<file path="src/rtl/mmio_port_responder_pkg.sv">
// Shared constants for the MMIO port responder: register offsets, STATUS bit positions
// and the debounce FSM state encoding.
package mmio_port_pkg;

    localparam logic [1:0] OFF_OUT    = 2'd0;
    localparam logic [1:0] OFF_IN     = 2'd1;
    localparam logic [1:0] OFF_STATUS = 2'd2;
    localparam logic [1:0] OFF_XOR    = 2'd3;

    localparam int ST_CHANGED = 0;
    localparam int ST_IE      = 1;
    localparam int ST_BUSY    = 2;

    typedef enum logic {
        ST_STABLE   = 1'b0,
        ST_COUNTING = 1'b1
    } debounceState_t;

endpackage

</file>
<file path="src/rtl/mmio_port_responder_debouncer.sv">
// Input path for the MMIO port: two-flop synchronizer followed by a debounce FSM that only
// commits a new PortIn value after it has stayed stable for DEBOUNCE_CYCLES clocks.
module port_in_debouncer
    import mmio_port_pkg::*;
#(
    parameter int DEBOUNCE_CYCLES = 4,
    parameter int IN_WIDTH        = 8
) (
    input  logic                clk,
    input  logic                reset,
    input  logic [IN_WIDTH-1:0] portIn,
    output logic [IN_WIDTH-1:0] inReg,
    output logic                commit,
    output logic                busy
);

    localparam int CNT_W = $clog2(DEBOUNCE_CYCLES) + 1;
    localparam logic [CNT_W-1:0] CNT_LAST = CNT_W'(DEBOUNCE_CYCLES - 1);

    logic [IN_WIDTH-1:0] sync1;
    logic [IN_WIDTH-1:0] sync2;
    logic [IN_WIDTH-1:0] cand;
    logic [CNT_W-1:0]    cnt;
    debounceState_t      state;

    // The commit is combinational so the top can raise CHANGED on the same edge IN_REG updates.
    always_comb begin
        busy   = (state == ST_COUNTING);
        commit = (state == ST_COUNTING) && (sync2 == cand) && (cnt == CNT_LAST);
    end

    always_ff @(posedge clk or posedge reset) begin
        if (reset) begin
            sync1 <= '0;
            sync2 <= '0;
            cand  <= '0;
            cnt   <= '0;
            inReg <= '0;
            state <= ST_STABLE;
        end else begin
            sync1 <= portIn;
            sync2 <= sync1;
            case (state)
                ST_STABLE: begin
                    if (sync2 != inReg) begin
                        state <= ST_COUNTING;
                        cand  <= sync2;
                        cnt   <= '0;
                    end
                end
                ST_COUNTING: begin
                    if (sync2 != cand) begin
                        cand <= sync2;
                        cnt  <= '0;
                        if (sync2 == inReg) begin
                            state <= ST_STABLE;
                        end
                    end else if (cnt == CNT_LAST) begin
                        inReg <= cand;
                        state <= ST_STABLE;
                    end else begin
                        cnt <= cnt + CNT_W'(1);
                    end
                end
                default: state <= ST_STABLE;
            endcase
        end
    end

endmodule

</file>
<file path="src/rtl/mmio_port_responder.sv">
// Memory-mapped port responder: decodes a 16-byte window holding OUT_REG, IN_REG, STATUS and
// OUT_XOR. Define MMIO_PORT_IRQ_EN to enable the STATUS.IE bit and the IrqOut change interrupt.
module mmio_port_responder
    import mmio_port_pkg::*;
#(
    parameter logic [31:0] BASE_ADDR       = 32'h1001_0100,
    parameter int          DEBOUNCE_CYCLES = 4,
    parameter int          IN_WIDTH        = 8
) (
    input  logic                clk,
    input  logic                reset,
    input  logic [31:0]         Address,
    input  logic [31:0]         WriteData,
    input  logic                MemWrite,
    input  logic                MemRead,
    output logic [31:0]         ReadData,
    output logic                Hit,
    input  logic [IN_WIDTH-1:0] PortIn,
    output logic [31:0]         PortOut,
    output logic                IrqOut
);

    logic [1:0]          offset;
    logic                writeEn;
    logic [31:0]         outReg;
    logic                changed;
    logic                ie;
    logic [IN_WIDTH-1:0] inReg;
    logic                commit;
    logic                busy;
    logic [31:0]         inRegExt;
    logic [31:0]         statusWord;
    logic                unusedAddrBits;

    port_in_debouncer #(
        .DEBOUNCE_CYCLES(DEBOUNCE_CYCLES),
        .IN_WIDTH(IN_WIDTH)
    ) debouncer (
        .clk(clk),
        .reset(reset),
        .portIn(PortIn),
        .inReg(inReg),
        .commit(commit),
        .busy(busy)
    );

    assign unusedAddrBits = ^Address[1:0];
    assign offset  = Address[3:2];
    assign Hit     = (Address[31:4] == BASE_ADDR[31:4]);
    assign writeEn = MemWrite && Hit;
    assign PortOut = outReg;

    always_ff @(posedge clk or posedge reset) begin
        if (reset) begin
            outReg <= '0;
        end else if (writeEn && offset == OFF_OUT) begin
            outReg <= WriteData;
        end else if (writeEn && offset == OFF_XOR) begin
            outReg <= outReg ^ WriteData;
        end
    end

    // A debounce commit on the same edge as a W1C keeps CHANGED set so no event is lost.
    always_ff @(posedge clk or posedge reset) begin
        if (reset) begin
            changed <= 1'b0;
        end else if (commit) begin
            changed <= 1'b1;
        end else if (writeEn && offset == OFF_STATUS && WriteData[ST_CHANGED]) begin
            changed <= 1'b0;
        end
    end

`ifdef MMIO_PORT_IRQ_EN
    always_ff @(posedge clk or posedge reset) begin
        if (reset) begin
            ie <= 1'b0;
        end else if (writeEn && offset == OFF_STATUS) begin
            ie <= WriteData[ST_IE];
        end
    end

    assign IrqOut = changed && ie;
`else
    assign ie     = 1'b0;
    assign IrqOut = 1'b0;
`endif

    always_comb begin
        inRegExt                 = '0;
        inRegExt[IN_WIDTH-1:0]   = inReg;
        statusWord               = '0;
        statusWord[ST_CHANGED]   = changed;
        statusWord[ST_IE]        = ie;
        statusWord[ST_BUSY]      = busy;
    end

    always_comb begin
        ReadData = '0;
        if (MemRead && Hit) begin
            case (offset)
                OFF_OUT:    ReadData = outReg;
                OFF_IN:     ReadData = inRegExt;
                OFF_STATUS: ReadData = statusWord;
                default:    ReadData = '0;
            endcase
        end
    end

endmodule

</file>
<file path="config.mk">
export PLATFORM = sky130hd
export DESIGN_NAME = mmio_port_responder
export DESIGN_NICKNAME = d
export VERILOG_FILES = /design/src/rtl/mmio_port_responder_pkg.sv /design/src/rtl/mmio_port_responder_debouncer.sv /design/src/rtl/mmio_port_responder.sv
export SDC_FILE = /design/constraint.sdc
export NUM_CORES = 1
export LEC_CHECK = 0
export ABC_CLOCK_PERIOD_IN_PS = 6200
export CAP_MARGIN = 20
export CORE_UTILIZATION = 35
export CTS_CLUSTER_DIAMETER = 200
export CTS_CLUSTER_SIZE = 30
export DETAILED_ROUTE_END_ITERATION = 8
export MAX_ROUTING_LAYER = met4
export PLACE_DENSITY = 0.74
export SYNTH_ARGS = -nofsm -noshare
export SYNTH_HDL_FRONTEND = slang
export SYNTH_SLANG_ARGS = --single-unit
</file>
<file path="constraint.sdc">
create_clock -name clk -period 6.2 [get_ports clk]
set_clock_uncertainty 0.05 [all_clocks]
set_input_delay 1.24 -clock clk [delete_from_list [all_inputs] [get_ports clk]]
set_output_delay 1.24 -clock clk [all_outputs]
set_load 0.03 [all_outputs]
</file>
# Word-level counts from Yosys, hierarchy flattened
# Cells that the tools add are included.
dict set report word_totals {
  reg_bits 69
  output_inout_bits 66
}
dict set report classes {
  bitwise 3
  n_reduce_logical 14
  muxes 18
  n_eq_ne 12
  add_sub_neg 1
}
# cell n
set ops {}
lappend ops {{two-way mux 32 bit} 3}
lappend ops {{one-hot mux 32 bit (3 select lines)} 1}
lappend ops {{bitwise XOR 32 bit} 1}
lappend ops {{== test 28 x 25 -> 1 bit (second input constant)} 1}
lappend ops {{== test 8 bit} 2}
lappend ops {{two-way mux 8 bit} 2}
lappend ops {{!= test 8 bit} 2}
lappend ops {{one-hot mux 8 bit (2 select lines)} 1}
lappend ops {{two-way mux 3 bit} 3}
lappend ops {{logical AND 1 bit} 8}
lappend ops {{two-way mux 1 bit} 6}
lappend ops {{one-hot mux 3 bit (2 select lines)} 1}
lappend ops {{== test 2 bit (second input constant)} 2}
lappend ops {{AND reduction 2 bit} 2}
lappend ops {{nonzero test 2 bit} 2}
lappend ops {{adder 3 x 1 -> 3 bit (second input constant)} 1}
lappend ops {{== test 3 x 2 -> 1 bit (second input constant)} 1}
lappend ops {{!= test 3 bit (second input constant)} 1}
lappend ops {{AND reduction 3 bit} 1}
lappend ops {{== test 2 x 1 -> 1 bit (second input constant)} 1}
lappend ops {{zero test 2 bit} 1}
lappend ops {{!= test 2 x 1 -> 1 bit (second input constant)} 1}
lappend ops {{!= test 2 bit (second input constant)} 1}
lappend ops {{inverter 1 bit} 2}
lappend ops {{one-hot mux 1 bit (2 select lines)} 1}

# Depth between registers and ports, before layout
# Gate-level depths: netlist of the first run.
dict set report logic_depth {
  depth_word 6
  depth_mapped 7
}

# By module
# Synthesis of the first run repeated with hierarchy kept, for this count alone.
dict set report hier_totals {
  hier_cells 347
  hier_area_um2 3916.3
}
# mod cells_each area_each_um2 n_inst
set modules_own_cells {}
lappend modules_own_cells {mmio_port_responder 253 2502.4 1}
lappend modules_own_cells {port_in_debouncer 94 1413.9 1}

# Worst setup path before layout of the first run
# Ideal clock, no wire load.
dict set report synth_timing {
  kind {input -> output}
  from {input port Address[6]}
  to {output port ReadData[21]}
  t_arrival_ns 2.811
  cell_stages 7
  slack_ns 2.099
  path_buffers 2
  path_cell_list {nor4b_1 and4_1 and2_1 buf_2 and3_1 clkbuf_1 and2_1}
}
dict set report synth_between {
  elab_chain_cells 3
}
# element line
set synth_lines {}
lappend synth_lines {{start: declaration} mmio_port_responder.sv:12} ;# input logic [31:0] Address,
lappend synth_lines {{== test 28 x 25 -> 1 bit} mmio_port_responder.sv:49} ;# assign Hit = (Address[31:4] == BASE_ADDR[31:4]);
lappend synth_lines {{named net Hit} mmio_port_responder.sv:17} ;# output logic Hit,
lappend synth_lines {{logical AND 1 bit} mmio_port_responder.sv:100} ;# if (MemRead && Hit) begin
lappend synth_lines {{two-way mux 32 bit} mmio_port_responder.sv:100}
lappend synth_lines {{end: declaration} mmio_port_responder.sv:16} ;# output logic [31:0] ReadData,
# The timed path passes the listed nets, and every way through them passes these cells.

# Worst setup path after layout of the first run
dict set report layout_timing {
  from {input port Address[14]}
  to {output port ReadData[16]}
}
dict set report layout_between {
  elab_chain_cells 3
}
# element line
set layout_lines {}
lappend layout_lines {{== test 28 x 25 -> 1 bit} mmio_port_responder.sv:49}
lappend layout_lines {{logical AND 1 bit} mmio_port_responder.sv:100}
lappend layout_lines {{two-way mux 32 bit} mmio_port_responder.sv:100}
# Every way passes these cells.

==> impl_metrics.yaml, run 1 <==
run_status:
  status: "complete, but fails checks"
  violations: "design-rule violations"
global_routing:
  grt-ovfl-total: 0
  grt_pass1_wl_um: 12600
  grt_pass1_vias: 2680
  grt_max_degree: 70
  grt_use_total_pct: 17.6
  antenna_found_initial: 0
routing:
  dr.first_iter.drc_count: 90
  ant_nets: 0
  vias_per_cell: 4.64
  dr.pass1.iters: 6
  wl_um: 7850
  vias: 2568
  post_drt_wl_per_cell_um: 14.2
  drc: 13
critical_path:
  crit_path_max_incr_delay_ns: 0.68
  crit_slowest_cell: "clkdlybuf4s50_1"
  cp_num_buf_inv: 2
  cp.required_ns: 4.91
  critPathTopFamily: "simple AND/OR/NAND/NOR gates"
  path_cells: "clkdlybuf4s50_1 > nor4b_1 > and4_1 > and2_1 > and3_1 > and2_1 > clkdlybuf4s50_1"
  cp_max_fo: 24
  cp-end-kind: "primary output"
  crit_path_start_kind: "primary input"
  worstSetupPathType: "primary input to primary output"
  worstPathArrival_ns: 4.14
final_layout:
  drive_gt1_share_pct: 8.31
  areaGrowthSynthToFinish_pct: 54.0
  utilization_pct: 56.4
  final_nets: 519
  diodes: 0
  fin_area_um2: 4960
  fillers: 775
  fin_cells: 553
cts:
  cts_tree: "built"
  cts-root-buf: "clkbuf_8"
  cts.sinks: 69
  ctsHoldBuffers: 0
  cts_setup_buffers: 0
  clock_path_buffers: 2
  cts_resized: 0
  h-tree-depth: 3
  insertion_delay_ns: 0.33
  clk_pin_slew_ns: 0.07
  cts_made_buffers: 9
yosys:
  synthFlopType: "dfrtp_1"
  synth_area_leaders: "dfrtp_1 (54%), xor2_1 (8.7%), nand2_1 (7.9%)"
  synth_nets: 379
  synth.top_cell.area_share_pct: 53.6
  yosysUniqueCellTypes: 34
  synth_cells: 301
  synth-edff-count: 0
  yosys.area.top_type: "dfrtp_1"
  ys_warn_count: 0
  synth-async-reset-ratio_pct: 100
  ys_ff_latch: 69
  synth_area_um2: 3220
  yosysSeqAreaShare_pct: 53.6
  syn_avg_cell_area_um2: 10.7
floorplan:
  rows: 34
  core-area_um2: 8810
  start_util_pct: 36.6
  die_x_um: 98.0
  fp.dieH_um: 98.0
  design.die.area_um2: 9600
  ioPinCount: 142
timing:
  max_freq_mhz: 184
  slew_headroom_pct: 42.9
  period_share_pct: 87.6
  rsz0062_at_grt: "no"
  whs_ns: 0.295
  finalHoldViolCount: 0
  tightest_slew_ns: 0.856
  drv_slew: 0
  fin_crit_ns: 5.43
  setup_viol: 0
  setup_ws_ns: 0.769
  fin_tns_setup_ns: 0
placed_design:
  dpl.cell_count: 537
  place.gp.congestion: 0.781
  pre_cts_ws_ns: 0.693
  io_buffers: 138
  postPlaceCellArea_um2: 4700
  dp_hpwl_um: 5790
power:
  cellLeakagePower_nw: 1.99
  peakVddDrop_v: 0.000120
  p_per_area_nw_per_um2: 196
  power_uw: 972
worst_hold_path:
  hold_class: "flip-flop to flip-flop"
job:
  maxCapViolations: 0
==> flip-flops by register name, summed over array words and instances (netlist names) <==
| name | flops |
|---|---|
| debouncer.cnt | 3 |
| debouncer.sync2 | 8 |
| debouncer.inReg | 8 |
| debouncer.cand | 8 |
| PortOut | 32 |
| debouncer.busy | 1 |
| changed | 1 |
| debouncer.sync1 | 8 |
==> final timing paths <==
| check | startpoint | end | slack [ns] | cells past startpoint |
|---|---|---|---|---|
| setup / recovery | Address[14] | ReadData[16] | 0.77 | 7 |
| hold / removal | debouncer.sync1[3] | debouncer.sync2[3] | 0.29 | 0 |
| setup reg to reg | debouncer.inReg[2] | debouncer.cand[7] | 4.22 | 5 |
| hold reg to reg | debouncer.sync1[3] | debouncer.sync2[3] | 0.29 | 0 |
| max in group asynchronous | reset | debouncer.sync2[7] | 4.11 | 3 |
| min in group asynchronous | reset | PortOut[30] | 1.42 | 3 |
==> final cells by class <==
| cell class | instances | area [um2] | area share [%] |
|---|---|---|---|
| flip-flops and latches | 69 | 1730 | 34.8 |
| clock buffers | 9 | 124 | 2.50 |
| clock inverters | 6 | 113 | 2.27 |
| repair buffers | 141 | 1420 | 28.7 |
| inverters | 7 | 26.3 | 0.530 |
| multi-input cells | 213 | 1410 | 28.5 |
| well taps | 108 | 135 | 2.72 |
==> per-layer routing <==
| layer | part of all wire [%] | routed length [um] | global-route usage, % |
|---|---|---|---|
| met1 | 42 | 3320 | 20.0 |
| met2 | 50 | 3920 | 29.7 |
| met3 | 6.7 | 524 | 5.01 |
| met4 | 1.1 | 89 | 6.06 |
| met5 | 0 | 0 | - |
==> logic make-up (layout without fill, tap and decap cells) <==
logic type	count (synthesis)	count (layout)	synth area share, %
flops	69	69	53.6
buf+inv	19	163	2.56
simple gates	130	130	20.1
other cells	1	1	0.116
compound gates	8	8	1.71
fa+ha+maj	2	2	0.776
xor+xnor	46	46	12.5
mux	26	26	8.66
==> Yosys cell counts, drive strengths merged (2+ instances only) <==
cell and number:
nand2 69, ha 2, and3 2, mux2 15, nor4b 3, dfrtp 69
and2 25, xor2 32, xnor2 14, clkbuf 6, nor4 5, inv 7
nand4 4, mux2i 11, a21oi 3, buf 6, nor2 12, nand2b 3
and4 2
==> report_power, final <==
group          internal [mW]  switching [mW]
logic                 0.0508          0.0252
clock network          0.266           0.167
registers              0.458         0.00604
==> layout by cell type, fill, tap and decap left out, types with 2 or more instances in the layout <==
cell / count
mux2_2: 15
clkbuf_8: 9
inv_1: 6
xnor2_1: 14
buf_4: 2
and4_1: 2
mux2i_1: 11
clkdlybuf4s50_1: 138
nand2b_1: 3
nor2_1: 12
xor2_1: 32
nor4_1: 4
and3_1: 2
bufinv_16: 3
dfrtp_1: 69
a21oi_1: 3
clkinv_4: 2
nand2_1: 68
and2_1: 25
nand4_1: 4
nor4b_1: 3
ha_1: 2
No activity file was read; power rests on OpenSTA's default activity.
==> run 2, diff against run 1 <==
--- a/config.mk
+++ b/config.mk
@@ -6,7 +6,6 @@
 export NUM_CORES = 1
 export LEC_CHECK = 0
 export ABC_CLOCK_PERIOD_IN_PS = 6200
-export CAP_MARGIN = 20
 export CORE_UTILIZATION = 35
 export CTS_CLUSTER_DIAMETER = 200
 export CTS_CLUSTER_SIZE = 30
@@ -16,3 +15,4 @@
 export SYNTH_ARGS = -nofsm -noshare
 export SYNTH_HDL_FRONTEND = slang
 export SYNTH_SLANG_ARGS = --single-unit
+export TNS_END_PERCENT = 30
==> run 2 against run 1 <==
  * The run still ends with design-rule violations left
  * Clock power is essentially flat
  * Global-route usage stayed put
  * Sequential cell count did not move
  * Die area unchanged
  * Critical path depth stayed put
  * Sequential share of layout area increased by 0.19 points
  * Power about the same
  * Register-to-register slack hardly changed
  * Clock-buffer cell count unchanged
  * Largest power group unchanged
==> impl_metrics.yaml, run 2 (synthesis results as in run 1) <==
power:
  power.share.combinational_pct: 7.8
  p_sw_share_pct: 20.4
  peakVddDrop_v: 0.000121
  p_clk_share_pct: 44.5
  power_uw: 973
  switching_power_uw: 198
  p_per_area_nw_per_um2: 197
  power.internal_uw: 774
  cellLeakagePower_nw: 1.98
  seqPwrFrac_pct: 47.7
critical_path:
  cp.required_ns: 4.91
  r2r-start: "debouncer.inReg[2]"
  cp_max_fo: 24
  reg2reg_to: "debouncer.cand[7]"
  worstSetupPathType: "primary input to primary output"
  r2r.worst_path.cells: 5
  crit_path_start_kind: "primary input"
  cp-end-kind: "primary output"
  worstPathArrival_ns: 4.15
  rrSetupSlack_ns: 4.23
cts:
  cts-root-buf: "clkbuf_8"
  clock_path_buffers: 2
  cts_resized: 0
  cts.sinks: 69
  clk_pin_slew_ns: 0.07
  cts_setup_buffers: 0
  cts_made_buffers: 9
  ctsHoldBuffers: 0
  h-tree-depth: 3
  cts_tree: "built"
  insertion_delay_ns: 0.34
routing:
  vias_per_cell: 4.66
  wl_um: 7830
  dr.first_iter.drc_count: 83
  drc: 13
  post_drt_wl_per_cell_um: 14.2
  dr.pass1.iters: 6
  ant_nets: 0
  vias: 2571
final_layout:
  final_common_cell: "clkdlybuf4s50_1"
  utilization_pct: 56.0
  final_nets: 518
  areaGrowthSynthToFinish_pct: 53.1
  fin_area_um2: 4930
  fin_cells: 552
  diodes: 0
  largest_register_ffs: 32
  mostFrequentLayoutCells: "clkdlybuf4s50_1 (138), dfrtp_1 (69), nand2_1 (68)"
  drive_gt1_share_pct: 8.11
global_routing:
  grt_max_degree: 70
  antenna_found_initial: 0
  grt_pass1_wl_um: 12600
  grt_use_total_pct: 17.6
  grt_pass1_vias: 2680
  grt-ovfl-total: 0
placed_design:
  postPlaceCellArea_um2: 4700
  place.gp.congestion: 0.781
  dpl.cell_count: 537
  io_buffers: 138
  dp_hpwl_um: 5790
  pre_cts_ws_ns: 0.693
run_status:
  status: "complete, but fails checks"
  violations: "design-rule violations"
timing:
  rsz0062_at_grt: "no"
  finalHoldViolCount: 0
  drv_slew: 0
  fin_tns_setup_ns: 0
  max_freq_mhz: 184
  setup_ws_ns: 0.762
  setup_viol: 0
  slew_headroom_pct: 23.2
  whs_ns: 0.295
  period_share_pct: 87.7
  tightest_slew_ns: 1.15
  fin_crit_ns: 5.44
floorplan:
  design.die.area_um2: 9600
  ioPinCount: 142
  start_util_pct: 36.6
  core-area_um2: 8810
  die_x_um: 98.0
  fp.dieH_um: 98.0
  rows: 34
worst_hold_path:
  min_from: "debouncer.sync1[3]"
  holdPathEnd: "debouncer.sync2[3]"
  hold_class: "flip-flop to flip-flop"
  min_path_cells: 0
job:
  maxCapViolations: 0
run 2: worst max-delay path by stage:
stage | start | to | slack, ns | depth (start not counted)
after floorplan | Address[6] | ReadData[21] | 2.10 | 7
after global placement | Address[14] | ReadData[8] | 0.77 | 7
after detailed placement | Address[14] | ReadData[16] | 0.69 | 7
after CTS | Address[14] | ReadData[16] | 0.69 | 7
after global routing | Address[14] | ReadData[23] | 0.57 | 7
final | Address[14] | ReadData[16] | 0.76 | 7
run 2: layout make-up:
cell class | instances | area (um2)
fill | 778 | 3870
inverter | 7 | 26.3
multi-input combinational | 213 | 1410
clock inverter | 6 | 113
sequential | 69 | 1730
tap | 108 | 135
timing repair buffer | 140 | 1400
clock buffer | 9 | 124
run 2: critical path: stages:
cell             delay (ns)
clkdlybuf4s50_1        0.40
nor4b_1                0.40
and4_1                 0.30
and2_1                 0.25
and3_1                 0.65
and2_1                 0.22
clkdlybuf4s50_1        0.68
run 2: routing by layer:
metal	GRT usage (%)	wire (um)	vias to the layer above
met5	-	0	-
met4	6.06	91	0
met3	5.01	547	7
met2	29.7	3860	101
met1	20.0	3330	1211
li1	-	-	1252
run 2: power by group through the flow:
stage | sequential, mW | clock (mW) | combinational (mW)
floorplan | 0.471 | 0 | 0.0245
global placement | 0.473 | 0 | 0.0758
detailed placement | 0.473 | 0 | 0.0771
CTS | 0.464 | 0.446 | 0.0774
global route | 0.465 | 0.469 | 0.0824
finish | 0.464 | 0.433 | 0.0760
